==> src/rtl/floppy_multi_if.sv <==
// Controller-side bus of the multi-drive virtual floppy: drive control in, disk timing out.
interface floppy_multi_if #(
  parameter int NUM_DRIVES = 4
);
  logic [NUM_DRIVES-1:0] drive_sel;
  logic                  motor_on;
  logic                  step_in;
  logic                  step_out;
  logic [4:0]            step_ms;
  logic [1:0]            density;
  logic [4:0]            spt;
  logic                  sector_base;
  logic [10:0]           sector_len;
  logic [9:0]            sector_gap_len;
  logic [NUM_DRIVES-1:0] disk_present;
  logic                  byte_en;
  logic [7:0]            track;
  logic                  track0;
  logic [4:0]            sector;
  logic                  sector_hdr;
  logic                  sector_data;
  logic                  index;
  logic                  ready;

  modport master (
    output drive_sel, motor_on, step_in, step_out, step_ms, density, spt,
           sector_base, sector_len, sector_gap_len, disk_present,
    input  byte_en, track, track0, sector, sector_hdr, sector_data, index, ready
  );

  modport slave (
    input  drive_sel, motor_on, step_in, step_out, step_ms, density, spt,
           sector_base, sector_len, sector_gap_len, disk_present,
    output byte_en, track, track0, sector, sector_hdr, sector_data, index, ready
  );
endinterface

==> src/rtl/floppy_multi.sv <==
// Virtual floppy mechanism: NUM_DRIVES heads sharing one spindle, byte clock,
// index pulse and sector GAP/HDR/DATA framer.
module floppy_multi #(
  parameter int SYS_CLK        = 42578000,
  parameter int NUM_DRIVES     = 4,
  parameter int TRACKS         = 80,
  parameter int SPINUP_MS      = 250,
  parameter int INDEX_MS       = 4,
  parameter int SECTOR_HDR_LEN = 6
) (
  input  logic          clk,
  input  logic          reset,
  floppy_multi_if.slave bus
);

  localparam int MS_DIV = SYS_CLK / 1000;
  localparam int MSW    = $clog2(MS_DIV);
  localparam int SPW    = $clog2(SPINUP_MS + 1);
  localparam int IXW    = $clog2(INDEX_MS + 1);
  localparam int DW     = (NUM_DRIVES > 1) ? $clog2(NUM_DRIVES) : 1;

  localparam logic [MSW-1:0] MS_LAST = MSW'(MS_DIV - 1);
  localparam logic [MSW-1:0] MS_ONE  = MSW'(1);
  localparam logic [SPW-1:0] SP_FULL = SPW'(SPINUP_MS);
  localparam logic [SPW-1:0] SP_ONE  = SPW'(1);
  localparam logic [IXW-1:0] IX_LOAD = IXW'(INDEX_MS);
  localparam logic [IXW-1:0] IX_ONE  = IXW'(1);
  localparam logic [31:0]    SYS32   = 32'(SYS_CLK);
  localparam logic [32:0]    SYS33   = 33'(SYS_CLK);
  localparam logic [10:0]    HDR_M1  = 11'(SECTOR_HDR_LEN - 1);
  localparam logic [7:0]     TRK_MAX = 8'(TRACKS - 1);

  localparam logic [1:0] ST_GAP  = 2'd0;
  localparam logic [1:0] ST_HDR  = 2'd1;
  localparam logic [1:0] ST_DATA = 2'd2;

  logic [MSW-1:0] ms_cnt_q, ms_cnt_d;
  logic [SPW-1:0] spin_q, spin_d;
  logic [31:0]    acc_q, acc_d;
  logic           byte_en_q, byte_en_d;
  logic [13:0]    byte_cnt_q, byte_cnt_d;
  logic           index_q, index_d;
  logic [IXW-1:0] idx_cnt_q, idx_cnt_d;
  logic [1:0]     st_q, st_d;
  logic [10:0]    cnt_q, cnt_d;
  logic [4:0]     sector_q, sector_d;
  logic           hdr_q, hdr_d, data_q, data_d;
  logic [7:0]     trk_q [NUM_DRIVES];
  logic [7:0]     trk_d [NUM_DRIVES];
  logic           sin_q, sin_prev_q, sout_q, sout_prev_q;
  logic [4:0]     busy_q, busy_d;
  logic [7:0]     track_q, track_d;
  logic           track0_q, track0_d, ready_q, ready_d;

  logic [3:0]    nsel;
  logic [DW-1:0] act_idx;
  logic          active, ms_tick, rotating, idx_start, last_sec;
  logic          e_in, e_out, step_ok;
  logic [31:0]   inc;
  logic [13:0]   bpt;
  logic [32:0]   sum;
  logic [4:0]    next_sec;
  logic [10:0]   gap_m1;
  logic [7:0]    cur_trk;

  assign ms_tick  = (ms_cnt_q == MS_LAST);
  assign rotating = (spin_q != '0);
  assign e_in     = sin_q & ~sin_prev_q;
  assign e_out    = sout_q & ~sout_prev_q;
  assign gap_m1   = {1'b0, bus.sector_gap_len} - 11'd1;

  // Decode the one-hot drive select; anything else means no drive is active.
  always_comb begin
    nsel    = 4'd0;
    act_idx = '0;
    for (int i = 0; i < NUM_DRIVES; i++) begin
      nsel    = nsel + {3'd0, bus.drive_sel[i]};
      act_idx = bus.drive_sel[i] ? DW'(i) : act_idx;
    end
    active  = (nsel == 4'd1);
    cur_trk = trk_q[act_idx];
  end

  // Shared spindle: ms prescaler, spin ramp, byte phase accumulator, revolution and index.
  always_comb begin
    ms_cnt_d = ms_tick ? '0 : ms_cnt_q + MS_ONE;
    if (!ms_tick) begin
      spin_d = spin_q;
    end else if (bus.motor_on && active) begin
      spin_d = (spin_q == SP_FULL) ? spin_q : spin_q + SP_ONE;
    end else begin
      spin_d = (spin_q == '0) ? spin_q : spin_q - SP_ONE;
    end
    case (bus.density)
      2'd0:    begin inc = 32'd15625; bpt = 14'd3125;  end
      2'd1:    begin inc = 32'd31250; bpt = 14'd6250;  end
      default: begin inc = 32'd62500; bpt = 14'd12500; end
    endcase
    sum = {1'b0, acc_q} + {1'b0, inc};
    if (!rotating) begin
      acc_d     = 32'd0;
      byte_en_d = 1'b0;
    end else if (sum >= SYS33) begin
      acc_d     = sum[31:0] - SYS32;
      byte_en_d = 1'b1;
    end else begin
      acc_d     = sum[31:0];
      byte_en_d = 1'b0;
    end
    // >= rather than == so a density drop mid-revolution still wraps.
    idx_start  = byte_en_q && (byte_cnt_q >= bpt - 14'd1);
    byte_cnt_d = idx_start ? 14'd0 : (byte_en_q ? byte_cnt_q + 14'd1 : byte_cnt_q);
    if (idx_start) begin
      index_d   = 1'b1;
      idx_cnt_d = IX_LOAD;
    end else if (ms_tick && index_q) begin
      index_d   = (idx_cnt_q > IX_ONE);
      idx_cnt_d = idx_cnt_q - IX_ONE;
    end else begin
      index_d   = index_q;
      idx_cnt_d = idx_cnt_q;
    end
  end

  // Sector framer, advanced once per disk byte and resynchronised by the index.
  always_comb begin
    st_d     = st_q;
    cnt_d    = cnt_q;
    sector_d = sector_q;
    last_sec = ({1'b0, sector_q} + 6'd1) >= ({5'd0, bus.sector_base} + {1'b0, bus.spt});
    next_sec = last_sec ? {4'd0, bus.sector_base} : sector_q + 5'd1;
    if (!byte_en_q) begin
      cnt_d = cnt_q;
    end else if (idx_start) begin
      st_d     = ST_GAP;
      cnt_d    = gap_m1;
      sector_d = {4'd0, bus.sector_base};
    end else if (cnt_q != 11'd0) begin
      cnt_d = cnt_q - 11'd1;
    end else begin
      case (st_q)
        ST_GAP:  begin st_d = ST_HDR;  cnt_d = HDR_M1; end
        ST_HDR:  begin st_d = ST_DATA; cnt_d = bus.sector_len - 11'd1; end
        ST_DATA: begin st_d = ST_GAP;  cnt_d = gap_m1; sector_d = next_sec; end
        default: begin st_d = ST_GAP;  cnt_d = gap_m1; end
      endcase
    end
    hdr_d  = (st_d == ST_HDR);
    data_d = (st_d == ST_DATA);
  end

  // Head stepping with settle lockout, plus the per-drive status outputs.
  always_comb begin
    trk_d   = trk_q;
    step_ok = active && (busy_q == 5'd0) && (e_in ^ e_out);
    if (step_ok) begin
      busy_d = bus.step_ms;
      if (e_in) begin
        trk_d[act_idx] = (cur_trk == 8'd0) ? cur_trk : cur_trk - 8'd1;
      end else begin
        trk_d[act_idx] = (cur_trk >= TRK_MAX) ? cur_trk : cur_trk + 8'd1;
      end
    end else if (ms_tick && (busy_q != 5'd0)) begin
      busy_d = busy_q - 5'd1;
    end else begin
      busy_d = busy_q;
    end
    track_d  = active ? cur_trk : 8'd0;
    track0_d = active && (cur_trk == 8'd0);
    ready_d  = active && bus.disk_present[act_idx] && (spin_q == SP_FULL) && (busy_q == 5'd0);
  end

  // State registers; reset clears everything at once, including the outputs.
  always_ff @(posedge clk or posedge reset) begin
    if (reset) begin
      ms_cnt_q    <= '0;
      spin_q      <= '0;
      acc_q       <= 32'd0;
      byte_en_q   <= 1'b0;
      byte_cnt_q  <= 14'd0;
      index_q     <= 1'b0;
      idx_cnt_q   <= '0;
      st_q        <= ST_GAP;
      cnt_q       <= 11'd0;
      sector_q    <= 5'd0;
      hdr_q       <= 1'b0;
      data_q      <= 1'b0;
      for (int i = 0; i < NUM_DRIVES; i++) trk_q[i] <= 8'd0;
      sin_q       <= 1'b0;
      sin_prev_q  <= 1'b0;
      sout_q      <= 1'b0;
      sout_prev_q <= 1'b0;
      busy_q      <= 5'd0;
      track_q     <= 8'd0;
      track0_q    <= 1'b0;
      ready_q     <= 1'b0;
    end else begin
      ms_cnt_q    <= ms_cnt_d;
      spin_q      <= spin_d;
      acc_q       <= acc_d;
      byte_en_q   <= byte_en_d;
      byte_cnt_q  <= byte_cnt_d;
      index_q     <= index_d;
      idx_cnt_q   <= idx_cnt_d;
      st_q        <= st_d;
      cnt_q       <= cnt_d;
      sector_q    <= sector_d;
      hdr_q       <= hdr_d;
      data_q      <= data_d;
      trk_q       <= trk_d;
      sin_q       <= bus.step_in;
      sin_prev_q  <= sin_q;
      sout_q      <= bus.step_out;
      sout_prev_q <= sout_q;
      busy_q      <= busy_d;
      track_q     <= track_d;
      track0_q    <= track0_d;
      ready_q     <= ready_d;
    end
  end

  assign bus.byte_en     = byte_en_q;
  assign bus.track       = track_q;
  assign bus.track0      = track0_q;
  assign bus.sector      = sector_q;
  assign bus.sector_hdr  = hdr_q;
  assign bus.sector_data = data_q;
  assign bus.index       = index_q;
  assign bus.ready       = ready_q;

endmodule

==> src/flat_wrapper.sv <==
// flat-port wrapper written by rule: the top's interface ports become plain ports
module floppy_multi_flat 
#(
  parameter int SYS_CLK        = 42578000,
  parameter int NUM_DRIVES     = 4,
  parameter int TRACKS         = 80,
  parameter int SPINUP_MS      = 250,
  parameter int INDEX_MS       = 4,
  parameter int SECTOR_HDR_LEN = 6
)
  (clk, reset, bus_drive_sel, bus_motor_on, bus_step_in, bus_step_out, bus_step_ms, bus_density, bus_spt, bus_sector_base, bus_sector_len, bus_sector_gap_len, bus_disk_present, bus_byte_en, bus_track, bus_track0, bus_sector, bus_sector_hdr, bus_sector_data, bus_index, bus_ready);
  floppy_multi_if #(.NUM_DRIVES(NUM_DRIVES)) bus_i ();
  input  logic clk;
  input  logic reset;
  input wire logic [$bits(bus_i.drive_sel)-1:0] bus_drive_sel;
  input wire logic [$bits(bus_i.motor_on)-1:0] bus_motor_on;
  input wire logic [$bits(bus_i.step_in)-1:0] bus_step_in;
  input wire logic [$bits(bus_i.step_out)-1:0] bus_step_out;
  input wire logic [$bits(bus_i.step_ms)-1:0] bus_step_ms;
  input wire logic [$bits(bus_i.density)-1:0] bus_density;
  input wire logic [$bits(bus_i.spt)-1:0] bus_spt;
  input wire logic [$bits(bus_i.sector_base)-1:0] bus_sector_base;
  input wire logic [$bits(bus_i.sector_len)-1:0] bus_sector_len;
  input wire logic [$bits(bus_i.sector_gap_len)-1:0] bus_sector_gap_len;
  input wire logic [$bits(bus_i.disk_present)-1:0] bus_disk_present;
  output wire logic [$bits(bus_i.byte_en)-1:0] bus_byte_en;
  output wire logic [$bits(bus_i.track)-1:0] bus_track;
  output wire logic [$bits(bus_i.track0)-1:0] bus_track0;
  output wire logic [$bits(bus_i.sector)-1:0] bus_sector;
  output wire logic [$bits(bus_i.sector_hdr)-1:0] bus_sector_hdr;
  output wire logic [$bits(bus_i.sector_data)-1:0] bus_sector_data;
  output wire logic [$bits(bus_i.index)-1:0] bus_index;
  output wire logic [$bits(bus_i.ready)-1:0] bus_ready;
  assign bus_i.drive_sel = bus_drive_sel;
  assign bus_i.motor_on = bus_motor_on;
  assign bus_i.step_in = bus_step_in;
  assign bus_i.step_out = bus_step_out;
  assign bus_i.step_ms = bus_step_ms;
  assign bus_i.density = bus_density;
  assign bus_i.spt = bus_spt;
  assign bus_i.sector_base = bus_sector_base;
  assign bus_i.sector_len = bus_sector_len;
  assign bus_i.sector_gap_len = bus_sector_gap_len;
  assign bus_i.disk_present = bus_disk_present;
  assign bus_byte_en = bus_i.byte_en;
  assign bus_track = bus_i.track;
  assign bus_track0 = bus_i.track0;
  assign bus_sector = bus_i.sector;
  assign bus_sector_hdr = bus_i.sector_hdr;
  assign bus_sector_data = bus_i.sector_data;
  assign bus_index = bus_i.index;
  assign bus_ready = bus_i.ready;
  floppy_multi #(.SYS_CLK(SYS_CLK), .NUM_DRIVES(NUM_DRIVES), .TRACKS(TRACKS), .SPINUP_MS(SPINUP_MS), .INDEX_MS(INDEX_MS), .SECTOR_HDR_LEN(SECTOR_HDR_LEN)) u_core (.clk(clk), .reset(reset), .bus(bus_i));
endmodule
==> config.mk <==
export PLATFORM = sky130hd
export DESIGN_NAME = floppy_multi_flat
export DESIGN_NICKNAME = d
export VERILOG_FILES = /design/src/rtl/floppy_multi_if.sv /design/src/rtl/floppy_multi.sv /design/src/flat_wrapper.sv
export SDC_FILE = /design/constraint.sdc
export NUM_CORES = 1
export LEC_CHECK = 0
export CAP_MARGIN = 15
export CORE_MARGIN = 2
export CORE_UTILIZATION = 45
export CTS_BUF_LIST = sky130_fd_sc_hd__clkbuf_4
export DETAILED_ROUTE_END_ITERATION = 16
export GPL_TIMING_DRIVEN = 0
export PLACE_DENSITY = 0.73
export SYNTH_ARGS = -nofsm -noshare
export SYNTH_HDL_FRONTEND = slang
export SYNTH_SLANG_ARGS = --single-unit
==> constraint.sdc <==
create_clock -name clk -period 5.55 [get_ports clk]
set_clock_uncertainty 0.05 [all_clocks]
set_input_delay 1.11 -clock clk [delete_from_list [all_inputs] [get_ports clk]]
set_output_delay 1.11 -clock clk [all_outputs]
set_load 0.02 [all_outputs]
==> results of run 1 <==
-- cell usage in the layout, fill, tap and decap left out, types with 6 or more instances in the layout --
| cell type | synthesis | routed |
|---|---|---|
| a211oi_1 | 10 | 9 |
| a21o_1 | 11 | 11 |
| a21oi_1 | 59 | 59 |
| a22oi_1 | 7 | 7 |
| a31oi_1 | 11 | 11 |
| and2_1 | 16 | 16 |
| and3_1 | 22 | 22 |
| buf_4 | 2 | 7 |
| clkbuf_1 | 26 | 24 |
| clkbuf_4 | 0 | 18 |
| clkdlybuf4s50_1 | 0 | 64 |
| dfrtp_1 | 146 | 146 |
| ha_1 | 50 | 49 |
| inv_1 | 46 | 44 |
| inv_6 | 0 | 6 |
| mux2_2 | 31 | 31 |
| mux2i_1 | 14 | 14 |
| nand2_1 | 106 | 106 |
| nand2b_1 | 15 | 15 |
| nand3_1 | 41 | 41 |
| nand4_1 | 13 | 13 |
| nor2_1 | 98 | 98 |
| nor2b_1 | 13 | 13 |
| nor3_1 | 42 | 42 |
| nor3b_1 | 8 | 7 |
| nor4_1 | 21 | 20 |
| o211ai_1 | 10 | 10 |
| o21a_1 | 9 | 9 |
| o21ai_0 | 62 | 61 |
| o22ai_1 | 9 | 8 |
| o31ai_1 | 8 | 8 |
| or3_1 | 12 | 12 |
| or4_1 | 11 | 11 |
| xnor2_1 | 62 | 62 |
| xor2_1 | 39 | 39 |
-- per-layer routing --
metal / up-vias / part of all wire / track usage
met5: - / 0 / 0
li1: 4323 / - / -
met1: 4337 / 0.46 / 0.289
met2: 239 / 0.48 / 0.350
met3: 30 / 0.046 / 0.0336
met4: 0 / 0.013 / 0.0516
-- stage by stage --
stage	power, mW	setup slack (ns)	hold WS (ns)
2_1_floorplan	1.37	0.153	0.297
3_3_place_gp	1.48	-1.72	0.313
3_5_place_dp	1.49	-1.44	0.331
4_1_cts	2.20	0.0765	0.370
5_1_grt	2.30	-0.0220	0.377
6_report	2.18	0.164	0.367
-- Yosys cell counts, drive strengths merged (6+ instances only) --
| master | number |
|---|---|
| o21a | 9 |
| buf | 13 |
| nand2b | 16 |
| o211ai | 10 |
| o22ai | 9 |
| or4 | 11 |
| nor4 | 21 |
| inv | 47 |
| nand4 | 13 |
| mux2i | 14 |
| nor2 | 100 |
| o41ai | 6 |
| or3 | 14 |
| o31ai | 8 |
| dfrtp | 146 |
| a211oi | 10 |
| and3 | 22 |
| o31a | 6 |
| nor2b | 13 |
| a21oi | 59 |
| a21o | 11 |
| ha | 50 |
| mux2 | 31 |
| nand3 | 42 |
| clkbuf | 27 |
| xor2 | 39 |
| nand2 | 106 |
| a31oi | 12 |
| nor3b | 9 |
| o21ai | 66 |
| a22oi | 7 |
| and2 | 16 |
| nor3 | 42 |
| xnor2 | 64 |
-- power breakdown --
| group | internal, mW | leakage, nW | switching [mW] |
|---|---|---|---|
| clock network | 0.215 | 0.164 | 0.494 |
| logic | 0.147 | 2.95 | 0.203 |
| registers | 1.10 | 1.88 | 0.0226 |
| total | 1.46 | 4.99 | 0.720 |
-- worst max-delay path by stage --
stage | startpoint | slack [ns] | endpoint
floorplan | bus_density[0] | 0.15 | u_core.acc_q[28]
CTS | bus_density[0] | 0.08 | u_core.acc_q[7]
global route | bus_density[1] | -0.02 | u_core.acc_q[10]
global placement | reset | -1.72 | u_core.cnt_q[4]
finish | bus_density[0] | 0.16 | u_core.acc_q[28]
detailed placement | bus_density[1] | -1.44 | u_core.acc_q[10]
-- worst register-to-register path, delay by kind of cell, from the launching register on --
family	cells	cell delay, ns
simple gates	7	2.76
compound gates	3	0.63
flops	1	0.39
buf+inv	1	0.32
fa+ha+maj	1	0.26
xor+xnor	1	0.16
-- state kept, by name, summed over array words and instances (netlist names), 2 cells and up --
signal and cells:
u_core.bus.sector 5, u_core.spin_q 8, u_core.st_q 2, u_core.ms_cnt_q 16
u_core.acc_q 32, u_core.cnt_q 11, u_core.bus.track 8, u_core.busy_q 5
u_core.idx_cnt_q 3, u_core.byte_cnt_q 14, u_core.trk_q 32
-- cell type report --
type / instances / area (um^2)
repair buffers: 69 / 702
fillers: 2079 / 10800
inverters: 47 / 184
well taps: 285 / 357
multi-input cells: 910 / 6260
diodes: 1 / 2.50
clock buffers: 17 / 128
flip-flops and latches: 146 / 3650
plain buffers: 38 / 174
clock inverters: 15 / 179
-- cells by family after synthesis --
family                     count (synthesis)  share of synthesized area
and+or+nand+nor                          449                      0.226
DFF                                      146                      0.359
muxes                                     45                     0.0481
buffers and inverters                     87                     0.0344
xor gates and xnor gates                 103                     0.0912
AOI/OAI and AO/OA                        261                      0.176
adders and majority gates                 52                     0.0654
-- what timing repair did --
action	CTS	global route
gates resized for setup	10	12
pin swaps	1	1
cloned	0	0
endpoints found under the setup margin	29	25
endpoints found under the hold margin	0	0
setup buffers	2	0
==> flow_summary_export.csv, run 1 <==
group,metric,value,unit
worst_hold_path,hold_end,"u_core.sout_prev_q",
worst_setup_path,cpMostUsedCell,"or4_1",
sta,setup_viol_count_final,0,
layout,area_delta_synth_final,14.4,%
floorplanning,rows,55,
layout,final_core_util,0.519,
worst_setup_path,path_cells,"clkdlybuf4s50_1 > clkbuf_4 > nor2_4 > inv_1 > ha_4 > nand2_1 > or4_1 > or4_1 > o22ai_2 > xor2_1 > or3_4 > o221ai_4 > a21oi_1 > or4b_1 > or4_1 > nand2_1",
sta,tightest_slew,1.13,ns
cts,clkSinkCount,146,
yosys,synth_top_area_share,0.359,
floorplanning,die_h,154,um
worst_setup_path,crit_required,5.99,ns
routing,drc,0,
sta,slew_viol_final,0,
layout,stdcell_count,1528,
power,p_leak,4.99,nW
grt,grt_antenna_before_repair,1,
yosys,synth-async-reset-ratio,1.00,
grt,grt_first_pass_wirelength,41.7,mm
power,irDropWorstVdd,0.160,mV
cts,cts_inserted_buffers,17,
yosys,netlist_area,10200,um^2
grt,grt_max_degree,89,
sta,finalSetupTns,0,ns
yosys,ys_types,91,
floorplanning,die-area,23800,um^2
sta,relSlewSlack,0.237,
cts,cts_tree,"done",
yosys,seq_area_frac_synth,0.359,
flow_run,drv_cap,0,
status,outcome,"completed",
grt,first_global_vias,8625,
worst_setup_path,cp-start-kind,"input pin",
yosys,syn_nets,1242,
cts,h-tree-depth,4,
worst_setup_path,r2r-start,"u_core.acc_q[11]",
yosys,synthTopCellsByArea,"dfrtp_1 (36%), ha_1 (6.1%), xnor2_1 (5.3%), nand2_1 (3.9%), nor2_1 (3.6%)",
routing,drtAntennaViolNets,0,
layout,fin_nets,1328,
worst_setup_path,crit_fanout,10,
worst_hold_path,hold_depth,0,
sta,fmax,186,MHz
place,place_area,11200,um^2
sta,hold_viol,0,
floorplanning,initial_core_util,0.454,
worst_setup_path,slowest_delay,0.56,ns
sta,fin_crit,5.39,ns
routing,wl_per_cell,16.0,um
routing,drtIter0Drc,618,
sta,period_share,0.970,
worst_setup_path,worstPathArrival,5.83,ns
place,dpl.cell_count,1495,
floorplanning,die_x,154,um
yosys,synth_cells,1143,
yosys,synth-edff-count,0,
routing,drt_wl_total,24.4,mm
cts,clock_latency,0.58,ns
yosys,synth_seq_cells,146,
yosys,avgSynthCellArea,8.90,um^2
cts,clk_pin_slew,0.18,ns
floorplanning,fp.coreArea,22400,um^2
grt,grtUsageTotal,0.211,
floorplanning,io_pins,66,
place,port-buffer-count,65,
routing,vias_per_cell,5.84,
grt,grt.overflow.total,0,
worst_setup_path,r2r_cells,13,
worst_setup_path,worst-path-buf-inv,3,
yosys,ys_warn_count,0,
cts,root_buffer,"clkbuf_4",
routing,vias,8929,
worst_setup_path,cp-end-kind,"flop",
worst_setup_path,cpMaxStageDelayCell,"or4_1",
worst_setup_path,cp.depth,16,
layout,drive_gt1_frac,0.0950,
yosys,synth_area_leader_cell,"dfrtp_1",
layout,fin_area,11600,um^2
place,place_congestion,0.944,
worst_setup_path,rrSetupSlack,0.93,ns
worst_setup_path,crit_type,"input pin to flop",
worst_hold_path,hold_class,"flop to flop",
yosys,synthFlopType,"dfrtp_1",
routing,dr.pass1.iters,5,
place,place_hpwl,18.0,mm
cts,clockBufferDepth,2,
worst_hold_path,hold_start,"u_core.sout_q",
worst_setup_path,r2r-end,"u_core.acc_q[28]",
cts,ctsHoldBuffers,0,
power,power_density,188,nW/um^2
worst_setup_path,crit_family,"simple AND/OR/NAND/NOR gates",
No activity file was read; power rests on OpenSTA's default activity.
==> run 2: changes to the inputs <==
Settings changed: GPL_ROUTABILITY_DRIVEN set to 0.
==> flow_summary_export.csv, run 2 (synthesized netlist as in run 1, its figures left out) <==
group,metric,value,unit
layout,area_delta_synth_final,14.6,%
grt,grtUsageTotal,0.218,
status,outcome,"completed",
routing,drtIter0Drc,664,
worst_setup_path,cpMostUsedCell,"and2_1",
routing,dr.pass1.iters,5,
power,power_density,190,nW/um^2
power,seqPwrFrac,0.506,
layout,largest_registers,"u_core.acc_q (32), u_core.trk_q (32), u_core.ms_cnt_q (16)",
worst_setup_path,path_cells,"clkdlybuf4s50_1 > clkbuf_4 > nor2_4 > and2_1 > ha_1 > and2_1 > o41ai_2 > o31a_1 > buf_2 > xnor2_1 > a211oi_1 > a31oi_1 > o221ai_4 > a21oi_1 > or4b_1 > or4_1 > nand2_1",
worst_setup_path,worst-path-buf-inv,3,
grt,first_global_vias,8851,
cts,cts_inserted_buffers,17,
power,power,2.22,mW
cts,clockBufferDepth,2,
routing,wl_per_cell,16.5,um
sta,setup_viol_count_final,0,
worst_setup_path,r2r-end,"u_core.acc_q[10]",
layout,stdcell_count,1530,
place,port-buffer-count,65,
worst_setup_path,slowest_delay,0.56,ns
layout,final_common_cell,"dfrtp_1",
floorplanning,rows,55,
power,p_leak,5.01,nW
power,pwr-share-comb,0.160,
worst_setup_path,crit_family,"compound AO/OA/AOI/OAI gates",
cts,root_buffer,"clkbuf_4",
layout,fin_area,11700,um^2
sta,hold_viol,0,
worst_setup_path,crit_required,6.02,ns
place,dpl.cell_count,1495,
cts,clk_pin_slew,0.19,ns
worst_setup_path,crit_fanout,10,
worst_setup_path,cpMaxStageDelayCell,"clkdlybuf4s50_1",
worst_setup_path,r2r_cells,15,
power,clkPwrFrac,0.334,
cts,ctsHoldBuffers,0,
sta,finalSetupTns,0,ns
power,switchingPower,749,uW
routing,vias,8957,
place,place_hpwl,18.5,mm
power,irDropWorstVdd,0.138,mV
worst_setup_path,crit_type,"input pin to flop",
grt,grt.overflow.total,0,
grt,grt_max_degree,81,
floorplanning,die_x,154,um
layout,fillers,2108,
layout,area.sequential,3650,um^2
layout,layout_common_cells,"dfrtp_1 (146), nand2_1 (106), nor2_1 (98)",
cts,cts_tree,"done",
routing,drt_wl_total,25.3,mm
sta,relSlewSlack,0.326,
power,p_sw_frac,0.337,
flow_run,drv_cap,0,
cts,clkSinkCount,146,
floorplanning,die_h,154,um
floorplanning,die-area,23800,um^2
floorplanning,fp.coreArea,22400,um^2
floorplanning,initial_core_util,0.454,
grt,grt_first_pass_wirelength,42.7,mm
routing,drc,0,
worst_hold_path,hold_start,"u_core.sout_q",
sta,slew_viol_final,0,
sta,period_share,0.978,
grt,grt_antenna_before_repair,1,
worst_hold_path,hold_end,"u_core.sout_prev_q",
layout,final_core_util,0.520,
worst_setup_path,worstPathArrival,5.90,ns
routing,vias_per_cell,5.85,
worst_setup_path,cp-end-kind,"flop",
layout,drive_gt1_frac,0.0957,
worst_setup_path,r2r-start,"u_core.acc_q[15]",
place,place_area,11200,um^2
layout,multi_input_area,6250,um^2
cts,clock_latency,0.61,ns
power,intPower,1.47,mW
sta,tightest_slew,1.00,ns
floorplanning,io_pins,66,
worst_setup_path,rrSetupSlack,1.04,ns
worst_hold_path,hold_depth,0,
worst_hold_path,hold_class,"flop to flop",
sta,fin_crit,5.43,ns
worst_setup_path,cp-start-kind,"input pin",
cts,h-tree-depth,4,
layout,fin_nets,1329,
routing,drtAntennaViolNets,0,
sta,fmax,184,MHz
==> run 2: worst reg2reg max path, delay by kind of cell (launching register included) <==
family | cells | cell delay [ns]
buffers and inverters | 4 | 0.95
adder cells (fa/ha/maj) | 1 | 0.27
AND/OR/NAND/NOR | 4 | 1.09
AO/OA/AOI/OAI | 6 | 1.68
flip-flops | 1 | 0.40
==> run 2: worst max-delay path by stage <==
stage,from,end,cells past startpoint
2_1_floorplan,bus_density[0],u_core.acc_q[28],16
3_3_place_gp,reset,u_core.cnt_q[3],2
6_report,bus_density[0],u_core.acc_q[28],17
3_5_place_dp,bus_density[1],u_core.acc_q[10],19
5_1_grt,bus_density[0],u_core.acc_q[5],20
4_1_cts,bus_density[0],u_core.acc_q[10],19
==> run 2: layer usage <==
metal,GRT usage,vias up,wire length [um],share of wire
li1,-,4335,-,-
met5,0,-,0,0
met3,0.0415,50,1200,0.048
met2,0.370,234,12300,0.49
met4,0.0639,0,495,0.020
met1,0.283,4338,11300,0.45
==> run 2: power groups by stage <==
stage | clock network [mW] | registers, mW | logic, mW
detailed placement | 0 | 1.14 | 0.350
global route | 0.803 | 1.13 | 0.397
floorplan | 0 | 1.14 | 0.230
CTS | 0.760 | 1.12 | 0.354
finish | 0.743 | 1.12 | 0.355
global placement | 0 | 1.14 | 0.335
==> run 2: final cells by class <==
class	count	area share
Antenna cell	2	0.000429
Sequential cell	146	0.313
Multi-Input combinational cell	910	0.536
Clock inverter	15	0.0168
Tap cell	285	0.0306
Clock buffer	17	0.0109
Buffer	37	0.0146
Timing Repair Buffer	71	0.0613
Inverter	47	0.0159
==> run 2: stage by stage <==
step / hold slack (ns) / setup slack, ns
3_5_place_dp: 0.331 / -1.40
6_report: 0.373 / 0.124
3_3_place_gp: 0.313 / -1.70
5_1_grt: 0.380 / -0.0291
4_1_cts: 0.371 / 0.0837
2_1_floorplan: 0.297 / 0.153
==> run 2: what timing repair did <==
action,in CTS,in global routing
resized for setup,7,14
endpoints found under the setup margin,28,27
setup buffers,3,0
pin swaps,1,2
